[src/rtl/uart_rx_if.sv]
// Consumer-side bundle of the UART receiver: committed payload, status flags and acknowledge.
// The receiver drives through the master modport; the consumer uses the slave modport.
interface uart_rx_if #(
   parameter int DATA_BITS = 8
);
   logic [DATA_BITS-1:0] data_out;
   logic                 data_ready;
   logic                 data_ack;
   logic                 parity_err;
   logic                 frame_err;
   logic                 overrun;

   modport master (
      output data_out,
      output data_ready,
      output parity_err,
      output frame_err,
      output overrun,
      input  data_ack
   );

   modport slave (
      input  data_out,
      input  data_ready,
      input  parity_err,
      input  frame_err,
      input  overrun,
      output data_ack
   );
endinterface

[src/rtl/uart_rx.sv]
// Oversampling UART receiver with configurable framing, a single-entry output
// buffer, overrun detection and break handling.
module uart_rx #(
   parameter int CLOCK_FREQ = 100000000,
   parameter int BAUD_RATE  = 9600,
   parameter int OVERSAMPLE = 16,
   parameter int DATA_BITS  = 8,
   parameter int PARITY     = 0,
   parameter int STOP_BITS  = 1
) (
   input  logic      clk,
   input  logic      rst,
   input  logic      bit_in,
   output logic      busy,
   uart_rx_if.master rx
);

   localparam int         TICK_DIV = CLOCK_FREQ / (BAUD_RATE * OVERSAMPLE);
   localparam int         DIV_W    = (TICK_DIV > 1) ? $clog2(TICK_DIV) : 1;
   localparam int         SMP_W    = $clog2(OVERSAMPLE);
   localparam int         BIT_W    = 4;
   localparam logic [1:0] PAR_MODE = 2'(PARITY);

   typedef enum logic [2:0] {
      ST_IDLE   = 3'd0,
      ST_START  = 3'd1,
      ST_DATA   = 3'd2,
      ST_PARITY = 3'd3,
      ST_STOP   = 3'd4
   } state_t;

   // Mode 1 expects odd total ones, mode 2 even; any other mode never flags.
   function automatic logic parity_error(input logic [DATA_BITS-1:0] data,
                                         input logic pbit,
                                         input logic [1:0] mode);
      logic sum;
      sum = ^{data, pbit};
      case (mode)
         2'd1:    return (sum != 1'b1);
         2'd2:    return (sum != 1'b0);
         default: return 1'b0;
      endcase
   endfunction

   logic                 sync1_r, sync2_r;
   logic                 line_s;
   logic [DIV_W-1:0]     div_cnt_r;
   logic                 tick_s;
   state_t               state_r, state_nxt;
   logic [SMP_W-1:0]     smp_cnt_r, smp_nxt;
   logic [BIT_W-1:0]     bit_cnt_r, bit_nxt;
   logic [DATA_BITS-1:0] shift_r, shift_nxt;
   logic                 perr_r, perr_nxt;
   logic                 ferr_r, ferr_nxt;
   logic                 armed_r, armed_nxt;
   logic                 commit_s;
   logic                 mid_s;
   logic [DATA_BITS-1:0] data_out_r;
   logic                 data_ready_r, parity_err_r, frame_err_r, overrun_r, busy_r;

   assign line_s = sync2_r;
   assign tick_s = (div_cnt_r == DIV_W'(TICK_DIV - 1));
   assign mid_s  = (smp_cnt_r == SMP_W'(OVERSAMPLE - 1));

   // Two-flop synchronizer for the asynchronous serial line; resets to idle level.
   always_ff @(posedge clk or posedge rst) begin
      if (rst) begin
         sync1_r <= 1'b1;
         sync2_r <= 1'b1;
      end else begin
         sync1_r <= bit_in;
         sync2_r <= sync1_r;
      end
   end

   // Free-running oversample tick divider.
   always_ff @(posedge clk or posedge rst) begin
      if (rst)         div_cnt_r <= '0;
      else if (tick_s) div_cnt_r <= '0;
      else             div_cnt_r <= div_cnt_r + DIV_W'(1);
   end

   // Receive FSM state and datapath registers.
   always_ff @(posedge clk or posedge rst) begin
      if (rst) begin
         state_r   <= ST_IDLE;
         smp_cnt_r <= '0;
         bit_cnt_r <= '0;
         shift_r   <= '0;
         perr_r    <= 1'b0;
         ferr_r    <= 1'b0;
         armed_r   <= 1'b0;
      end else begin
         state_r   <= state_nxt;
         smp_cnt_r <= smp_nxt;
         bit_cnt_r <= bit_nxt;
         shift_r   <= shift_nxt;
         perr_r    <= perr_nxt;
         ferr_r    <= ferr_nxt;
         armed_r   <= armed_nxt;
      end
   end

   // Next-state logic; armed_r blocks a new start until the line has been seen high (break).
   always_comb begin
      state_nxt = state_r;
      smp_nxt   = smp_cnt_r;
      bit_nxt   = bit_cnt_r;
      shift_nxt = shift_r;
      perr_nxt  = perr_r;
      ferr_nxt  = ferr_r;
      armed_nxt = armed_r;
      commit_s  = 1'b0;
      if (tick_s) begin
         case (state_r)
            ST_IDLE: begin
               if (line_s) begin
                  armed_nxt = 1'b1;
               end else if (armed_r) begin
                  state_nxt = ST_START;
                  smp_nxt   = '0;
               end else begin
                  armed_nxt = 1'b0;
               end
            end
            ST_START: begin
               if (smp_cnt_r == SMP_W'(OVERSAMPLE / 2 - 1)) begin
                  smp_nxt = '0;
                  if (line_s) begin
                     state_nxt = ST_IDLE;
                  end else begin
                     state_nxt = ST_DATA;
                     bit_nxt   = '0;
                     perr_nxt  = 1'b0;
                     ferr_nxt  = 1'b0;
                  end
               end else begin
                  smp_nxt = smp_cnt_r + SMP_W'(1);
               end
            end
            ST_DATA: begin
               if (mid_s) begin
                  smp_nxt   = '0;
                  shift_nxt = {line_s, shift_r[DATA_BITS-1:1]};
                  if (bit_cnt_r == BIT_W'(DATA_BITS - 1)) begin
                     bit_nxt   = '0;
                     state_nxt = (PARITY != 32'sd0) ? ST_PARITY : ST_STOP;
                  end else begin
                     bit_nxt = bit_cnt_r + BIT_W'(1);
                  end
               end else begin
                  smp_nxt = smp_cnt_r + SMP_W'(1);
               end
            end
            ST_PARITY: begin
               if (mid_s) begin
                  smp_nxt   = '0;
                  bit_nxt   = '0;
                  perr_nxt  = parity_error(shift_r, line_s, PAR_MODE);
                  state_nxt = ST_STOP;
               end else begin
                  smp_nxt = smp_cnt_r + SMP_W'(1);
               end
            end
            ST_STOP: begin
               if (mid_s) begin
                  smp_nxt  = '0;
                  ferr_nxt = ferr_r | ~line_s;
                  if (bit_cnt_r == BIT_W'(STOP_BITS - 1)) begin
                     state_nxt = ST_IDLE;
                     commit_s  = 1'b1;
                     armed_nxt = line_s;
                  end else begin
                     bit_nxt = bit_cnt_r + BIT_W'(1);
                  end
               end else begin
                  smp_nxt = smp_cnt_r + SMP_W'(1);
               end
            end
            default: begin
               state_nxt = ST_IDLE;
            end
         endcase
      end else begin
         commit_s = 1'b0;
      end
   end

   // Output buffer: commit, handshake and overrun; an accepted ack frees the slot for a same-cycle commit.
   always_ff @(posedge clk or posedge rst) begin
      if (rst) begin
         data_out_r   <= '0;
         data_ready_r <= 1'b0;
         parity_err_r <= 1'b0;
         frame_err_r  <= 1'b0;
         overrun_r    <= 1'b0;
         busy_r       <= 1'b0;
      end else begin
         if (commit_s) begin
            if (!data_ready_r || rx.data_ack) begin
               data_out_r   <= shift_r;
               parity_err_r <= perr_r;
               frame_err_r  <= ferr_nxt;
               data_ready_r <= 1'b1;
            end else begin
               overrun_r <= 1'b1;
            end
         end else if (data_ready_r && rx.data_ack) begin
            data_ready_r <= 1'b0;
            overrun_r    <= 1'b0;
         end
         busy_r <= (state_nxt != ST_IDLE);
      end
   end

   assign rx.data_out   = data_out_r;
   assign rx.data_ready = data_ready_r;
   assign rx.parity_err = parity_err_r;
   assign rx.frame_err  = frame_err_r;
   assign rx.overrun    = overrun_r;
   assign busy          = busy_r;

endmodule

[src/flat_wrapper.sv]
// flat-port wrapper written by rule: the top's interface ports become plain ports
module uart_rx_flat 
#(
   parameter int CLOCK_FREQ = 100000000,
   parameter int BAUD_RATE  = 9600,
   parameter int OVERSAMPLE = 16,
   parameter int DATA_BITS  = 8,
   parameter int PARITY     = 0,
   parameter int STOP_BITS  = 1
)
  (clk, rst, bit_in, busy, rx_data_out, rx_data_ready, rx_parity_err, rx_frame_err, rx_overrun, rx_data_ack);
  uart_rx_if #(.DATA_BITS(DATA_BITS)) rx_i ();
  input  logic clk;
  input  logic rst;
  input  logic bit_in;
  output logic busy;
  output wire logic [$bits(rx_i.data_out)-1:0] rx_data_out;
  output wire logic [$bits(rx_i.data_ready)-1:0] rx_data_ready;
  output wire logic [$bits(rx_i.parity_err)-1:0] rx_parity_err;
  output wire logic [$bits(rx_i.frame_err)-1:0] rx_frame_err;
  output wire logic [$bits(rx_i.overrun)-1:0] rx_overrun;
  input wire logic [$bits(rx_i.data_ack)-1:0] rx_data_ack;
  assign rx_data_out = rx_i.data_out;
  assign rx_data_ready = rx_i.data_ready;
  assign rx_parity_err = rx_i.parity_err;
  assign rx_frame_err = rx_i.frame_err;
  assign rx_overrun = rx_i.overrun;
  assign rx_i.data_ack = rx_data_ack;
  uart_rx #(.CLOCK_FREQ(CLOCK_FREQ), .BAUD_RATE(BAUD_RATE), .OVERSAMPLE(OVERSAMPLE), .DATA_BITS(DATA_BITS), .PARITY(PARITY), .STOP_BITS(STOP_BITS)) u_core (.clk(clk), .rst(rst), .bit_in(bit_in), .busy(busy), .rx(rx_i));
endmodule
[config.mk]
export PLATFORM = sky130hd
export DESIGN_NAME = uart_rx_flat
export DESIGN_NICKNAME = d
export VERILOG_FILES = /design/src/rtl/uart_rx_if.sv /design/src/rtl/uart_rx.sv /design/src/flat_wrapper.sv
export SDC_FILE = /design/constraint.sdc
export NUM_CORES = 1
export LEC_CHECK = 0
export ABC_AREA = 1
export BUFFER_PORTS_ARGS = -buffer_cell sky130_fd_sc_hd__buf_2
export CORE_MARGIN = 1.5
export CORE_UTILIZATION = 47
export DETAILED_ROUTE_END_ITERATION = 10
export HOLD_SLACK_MARGIN = 0.1
export SYNTH_ARGS = -nofsm -noshare
export SYNTH_HDL_FRONTEND = slang
export SYNTH_SLANG_ARGS = --single-unit
[constraint.sdc]
create_clock -name clk -period 3.1 [get_ports clk]
set_clock_uncertainty 0.05 [all_clocks]
set_input_delay 0.155 -clock clk [delete_from_list [all_inputs] [get_ports clk]]
set_output_delay 0.155 -clock clk [all_outputs]
set_load 0.05 [all_outputs]
======== Word-level counts from Yosys, hierarchy flattened ========
Cells that the tools add are included.
W data, S select, Z words.
storage, ports and cells
  register bits after elaboration ......... 47
  bits of input ports ..................... 4
  output and inout port bits .............. 13
  logic and storage cells ................. 108
cells by class
  $add $sub $neg .......................... 3
  eq/ne operators ......................... 19
  muxes and demuxes ....................... 48
  bitwise gates (word level) .............. 2
  reductions and logical operators ........ 20
operators by type and width
  kind                     number
  $mux W4                  11
  $mux W3                  9
  $mux W1                  20
  $pmux W4 S4              1
  $pmux W3 S5              1
  $ne A2 B1 Y1 const B     6
  $pmux W4 S3              1
  $add A10 B1 Y10 const B  1
  $eq A10 B10 Y1 const B   1
  $mux W10                 1
  $ne A2 B2 Y1 const B     5
  $add A4 B1 Y4 const B    2
  $eq A4 B3 Y1 const B     2
  $reduce_and A4 Y1        2
  $reduce_and A8 Y1        1
  $eq A3 B2 Y1 const B     2
  $pmux W1 S2              3
  $reduce_and A2 Y1        3
  $reduce_bool A2 Y1       3
  $reduce_bool A3 Y1       2
  $reduce_and A5 Y1        1
  $eq A4 B4 Y1 const B     1
  $logic_not A4 Y1         1
  $reduce_bool A4 Y1       1
  11 further kinds         11

======== Logic depth before layout (Yosys ltp) ========
  word-level depth ........................ 7
  gate-level depth with buffers ........... 11
  depth with buffers taken out ............ 11

======== Worst setup path before layout ========
Ideal clock, no wire load.
  path type ............................... register to register
  from .................................... reg u_core.div_cnt_r[0]
  to ...................................... reg u_core.shift_r[4]
  setup time .............................. 0.117 ns
  data arrival time ....................... 1.492 ns
  required time ........................... 2.933 ns
  slack ................................... 1.441 ns
  cell stages (with the launch flop) ...... 9
  buffers on the path ..................... 1
  clock period less this slack ............ 1.659 ns
  cells stage by stage .................... dfrtp_1 inv_1 ha_1 nand3_1 nor3_4 nand3_4 buf_6 nand2_1 o21ai_2
on the way
  word-level cells in the longest chain between the ends .. 2
RTL lines
  item                         line           text
  from (decl)                  uart_rx.sv:47  logic [DIV_W-1:0] div_cnt_r;
  from (signal assigned)       uart_rx.sv:80  else div_cnt_r <= div_cnt_r + DIV_W'(1);
  $eq A10 B10 Y1               uart_rx.sv:62  assign tick_s = (div_cnt_r == DIV_W'(TICK_DIV - 1));
  $reduce_and A3 Y1 (no line)  --
  to (signal assigned)         uart_rx.sv:97  shift_r <= shift_nxt;
  to (decl)                    uart_rx.sv:52  logic [DATA_BITS-1:0] shift_r, shift_nxt;
Every way passes these cells.
A chain may end at the register's enable or synchronous reset.

======== Worst setup path after layout ========
  from .................................... reg u_core.div_cnt_r[0]
  to ...................................... reg u_core.ferr_r
on the way
  word-level cells in the longest chain between the ends .. 2
RTL lines
  item                       line            text
  $eq A10 B10 Y1             uart_rx.sv:62
  $mux W1                    uart_rx.sv:114  if (tick_s) begin
  named net u_core.ferr_nxt  uart_rx.sv:54   logic ferr_r, ferr_nxt;
  to (signal assigned)       uart_rx.sv:99   ferr_r <= ferr_nxt;
  to (decl)                  uart_rx.sv:54
The timed path passes the listed nets, and every way through them passes these cells.

==> key figures <==
Clocking
  • Clock transition at the registers of the reported paths: 0.09 ns
  • Clock Sinks: 45
  • CTS H-tree depth: 2
  • # resized after CTS: 0
  • Root buffer cell: clkbuf_8
  • CTS tree: yes
  • CTS max path bufs: 2
  • Num CTS Buffers: 5
  • Later-pin clock latency in the skew report: 0.30 ns

Synthesis
  • Commonest cells post-synth: nand2_1, inv_1, dfrtp_1
  • Mean Syn Cell Area: 7.95 um^2
  • Most frequent cell after synthesis: nand2_1
  • Synth area leader: dfrtp_1
  • Cell Area, Synth: 2440 um^2
  • Synth async-reset ratio: 100%
  • Post-synthesis net count: 316
  • Sequential share of the synthesized area: 46.2%
  • Post-synth EDFFs: 0
  • Synth cell types: 32
  • Top cell type's share of synthesized area: 44.1%
  • Synthesis-stage register bit count: 45
  • Commonest register cell after synthesis: dfrtp_1
  • Post-Synthesis Cells: 307
  • Ranking of synthesized cells by area: dfrtp_1, nand2_1, inv_1
  • Yosys Warn Count: 0

STA
  • Min Tclk post-route: 1.94 ns
  • Final hold vios: 0
  • Max Clk Rate: 516 MHz
  • Worst slew margin: 38.2%
  • Worst-Margin Slew: 0.925 ns
  • Final Cycle Share: 62.5%
  • Unrepaired setup endpoints after global routing: no
  • # setup viols final: 0
  • Setup TNS: 0 ns
  • Slew Limit Fails: 0

Place
  • Area after DPL: 2570 um^2
  • Post-DP HPWL: 3.30 mm
  • Routability-driven placement congestion ratio: 0.878
  • IO buf count: 15

Routing
  • Residual DRC count: 0
  • Vias: 1919
  • Drt first pass iters: 4
  • DRT iter0 DRCs: 179
  • Drt wl/cell: 11.2 um
  • ANT nets after route: 0
  • Final WL: 4.48 mm
  • Vias per inst: 4.81

Floorplanning
  • Starting Density: 48.4%
  • Total die area: 5640 um^2
  • Die width: 75.1 um
  • Core ar.: 5040 um^2
  • Num rows: 26
  • Die Ht: 75.1 um
  • Top Ports: 17

Global routing
  • First-pass GRT wire length: 8.08 mm
  • Total gr overflow: 0
  • Initial antenna violation count: 0
  • Total track usage: 19.0%
  • Vias in the first global route: 1812
  • Largest net degree at the start of global routing: 46

Critical path
  • Critical path type: register to register
  • WP buf/inv: 2
  • Crit path max fanout: 8
  • CP Cell Sequence: inv_1 -> ha_1 -> inv_1 -> nor2_1 -> nand3_1 -> nor2_1 -> nand3_1 -> and2_1
  • Startpoint Class: register
  • WP data arrival: 2.09 ns
  • Worst Path Required: 3.25 ns
  • Critical path's largest stage delay: 0.45 ns
  • Critical Path Sink Type: register
  • Delay-heaviest family, CP: simple AND/OR/NAND/NOR gates
  • Critical Path Slowest Stage Cell: nor2_1

Pwr
  • Switching power: 0.241 mW
  • Sequential Power Share: 55.0%
  • Leakage: 1.36 nW
  • Switching part of the total: 22.3%
  • Power per cell area: 398 nW/um^2
  • Clock share of power: 41.9%
  • Total internal power: 0.839 mW
  • Combinational fraction of design power: 3.1%
  • Peak supply drop: 0.288 mV

Cells and area
  • Fraction of layout cells with a size suffix above 1: 16.7%
  • Diode count: 0
  • Fin area: 2710 um^2
  • Area grow syn2layout: 11.0%
  • Fin nets: 337

Min path
  • Worst Hold Class: primary input to register

Run status
  • Status: finished clean

Run
  • Maxcap violations: 0
==> power by group through the flow <==
| stage | sequential, mW | combinational [mW] | clock, mW |
|---|---|---|---|
| final | 0.593 | 0.0334 | 0.453 |
| after global routing | 0.594 | 0.0382 | 0.493 |
| after detailed placement | 0.605 | 0.0329 | 0 |
| after CTS | 0.593 | 0.0345 | 0.469 |
| after global placement | 0.605 | 0.0327 | 0 |
| after floorplan | 0.613 | 0.0166 | 0 |
==> final cells by class <==
cell class              instances  area [um^2]
well taps                      70         87.6
fillers                       452         2330
clock buffers                   5         68.8
inverters                      47          181
flip-flops and latches         45         1130
clock inverters                 3         46.3
multi-input cells             212         1100
repair buffers                 17         95.1
==> tightest hold or removal path, stage by stage <==
cell and delay [ns]:
buf_2 0.07, nand2_1 0.06, nor2_1 0.09, o21ai_0 0.07
==> cell families after synthesis <==
group,count (synthesis),synth area share [%]
buffers and inverters,50,8.66
flip-flops,45,46.2
adder cells (fa/ha/maj),5,2.56
AO/OA/AOI/OAI,25,6.61
XOR/XNOR,7,2.51
other,1,0.154
AND/OR/NAND/NOR,174,33.3
==> final timing paths <==
kind	startpoint	endpoint	slack, ns	depth (start not counted)
setup / recovery	u_core.div_cnt_r[0]$_DFF_PP0_	u_core.ferr_r$_DFF_PP0_	1.16	8
hold / removal	rx_data_ack	u_core.rx.overrun$_DFFE_PP0P_	0.14	4
setup reg to reg	u_core.div_cnt_r[0]$_DFF_PP0_	u_core.ferr_r$_DFF_PP0_	1.16	8
hold reg to reg	u_core.sync1_r$_DFF_PP1_	u_core.line_s$_DFF_PP1_	0.31	0
max in group asynchronous	rst	u_core.div_cnt_r[1]$_DFF_PP0_	1.87	3
min in group asynchronous	rst	u_core.ferr_r$_DFF_PP0_	0.56	3
==> flip-flops by register name, indices dropped and copies added, names as in the netlist <==
name                  count
u_core.div_cnt_r         10
u_core.rx.data_out        8
u_core.shift_r            8
u_core.bit_cnt_r          4
u_core.smp_cnt_r          4
u_core.state_r            3
u_core.armed_r            1
u_core.busy               1
u_core.ferr_r             1
u_core.line_s             1
u_core.rx.data_ready      1
u_core.rx.frame_err       1
u_core.rx.overrun         1
u_core.sync1_r            1
==> stage by stage <==
| stage | total power [mW] | instances | utilization [%] | hold WS (ns) | setup WS (ns) |
|---|---|---|---|---|---|
| final | 1.08 | 399 | 53.7 | 0.138 | 1.16 |
| after global routing | 1.13 | 399 | 53.7 | 0.182 | 0.881 |
| after CTS | 1.10 | 399 | 53.7 | 0.134 | 1.13 |
| after detailed placement | 0.638 | 389 | 51.0 | 0.212 | 1.13 |
| after global placement | 0.637 | 389 | 51.0 | 0.210 | 1.13 |
| after floorplan | 0.629 | 307 | - | 0.109 | 1.44 |
==> placed cells by master, fill, tap and decap left out, drive strengths merged, types with 2 or more instances in the layout <==
cell,n
a21oi,3
buf,15
clkbuf,5
clkinv,2
dfrtp,43
dfstp,2
dlygate4sd3,2
ha,5
inv,46
nand2,89
nand3,33
nand4,3
nor2,40
nor3,4
nor3b,2
o21ai,21
xnor2,3
xor2,4
==> layer usage <==
metal	global-route usage (%)	part of all wire (%)	vias to the layer above
met5	0	0	-
met4	7.88	1.4	0
met3	4.42	4.8	7
met2	28.8	46	38
met1	26.1	48	881
li1	-	-	993
==> repair_timing <==
item                      4_1_cts  5_1_grt
hold buffers                    2        0
setup buffers                   0        0
hold endpoints to repair       44        0
Power figures use the tool's default switching activity.
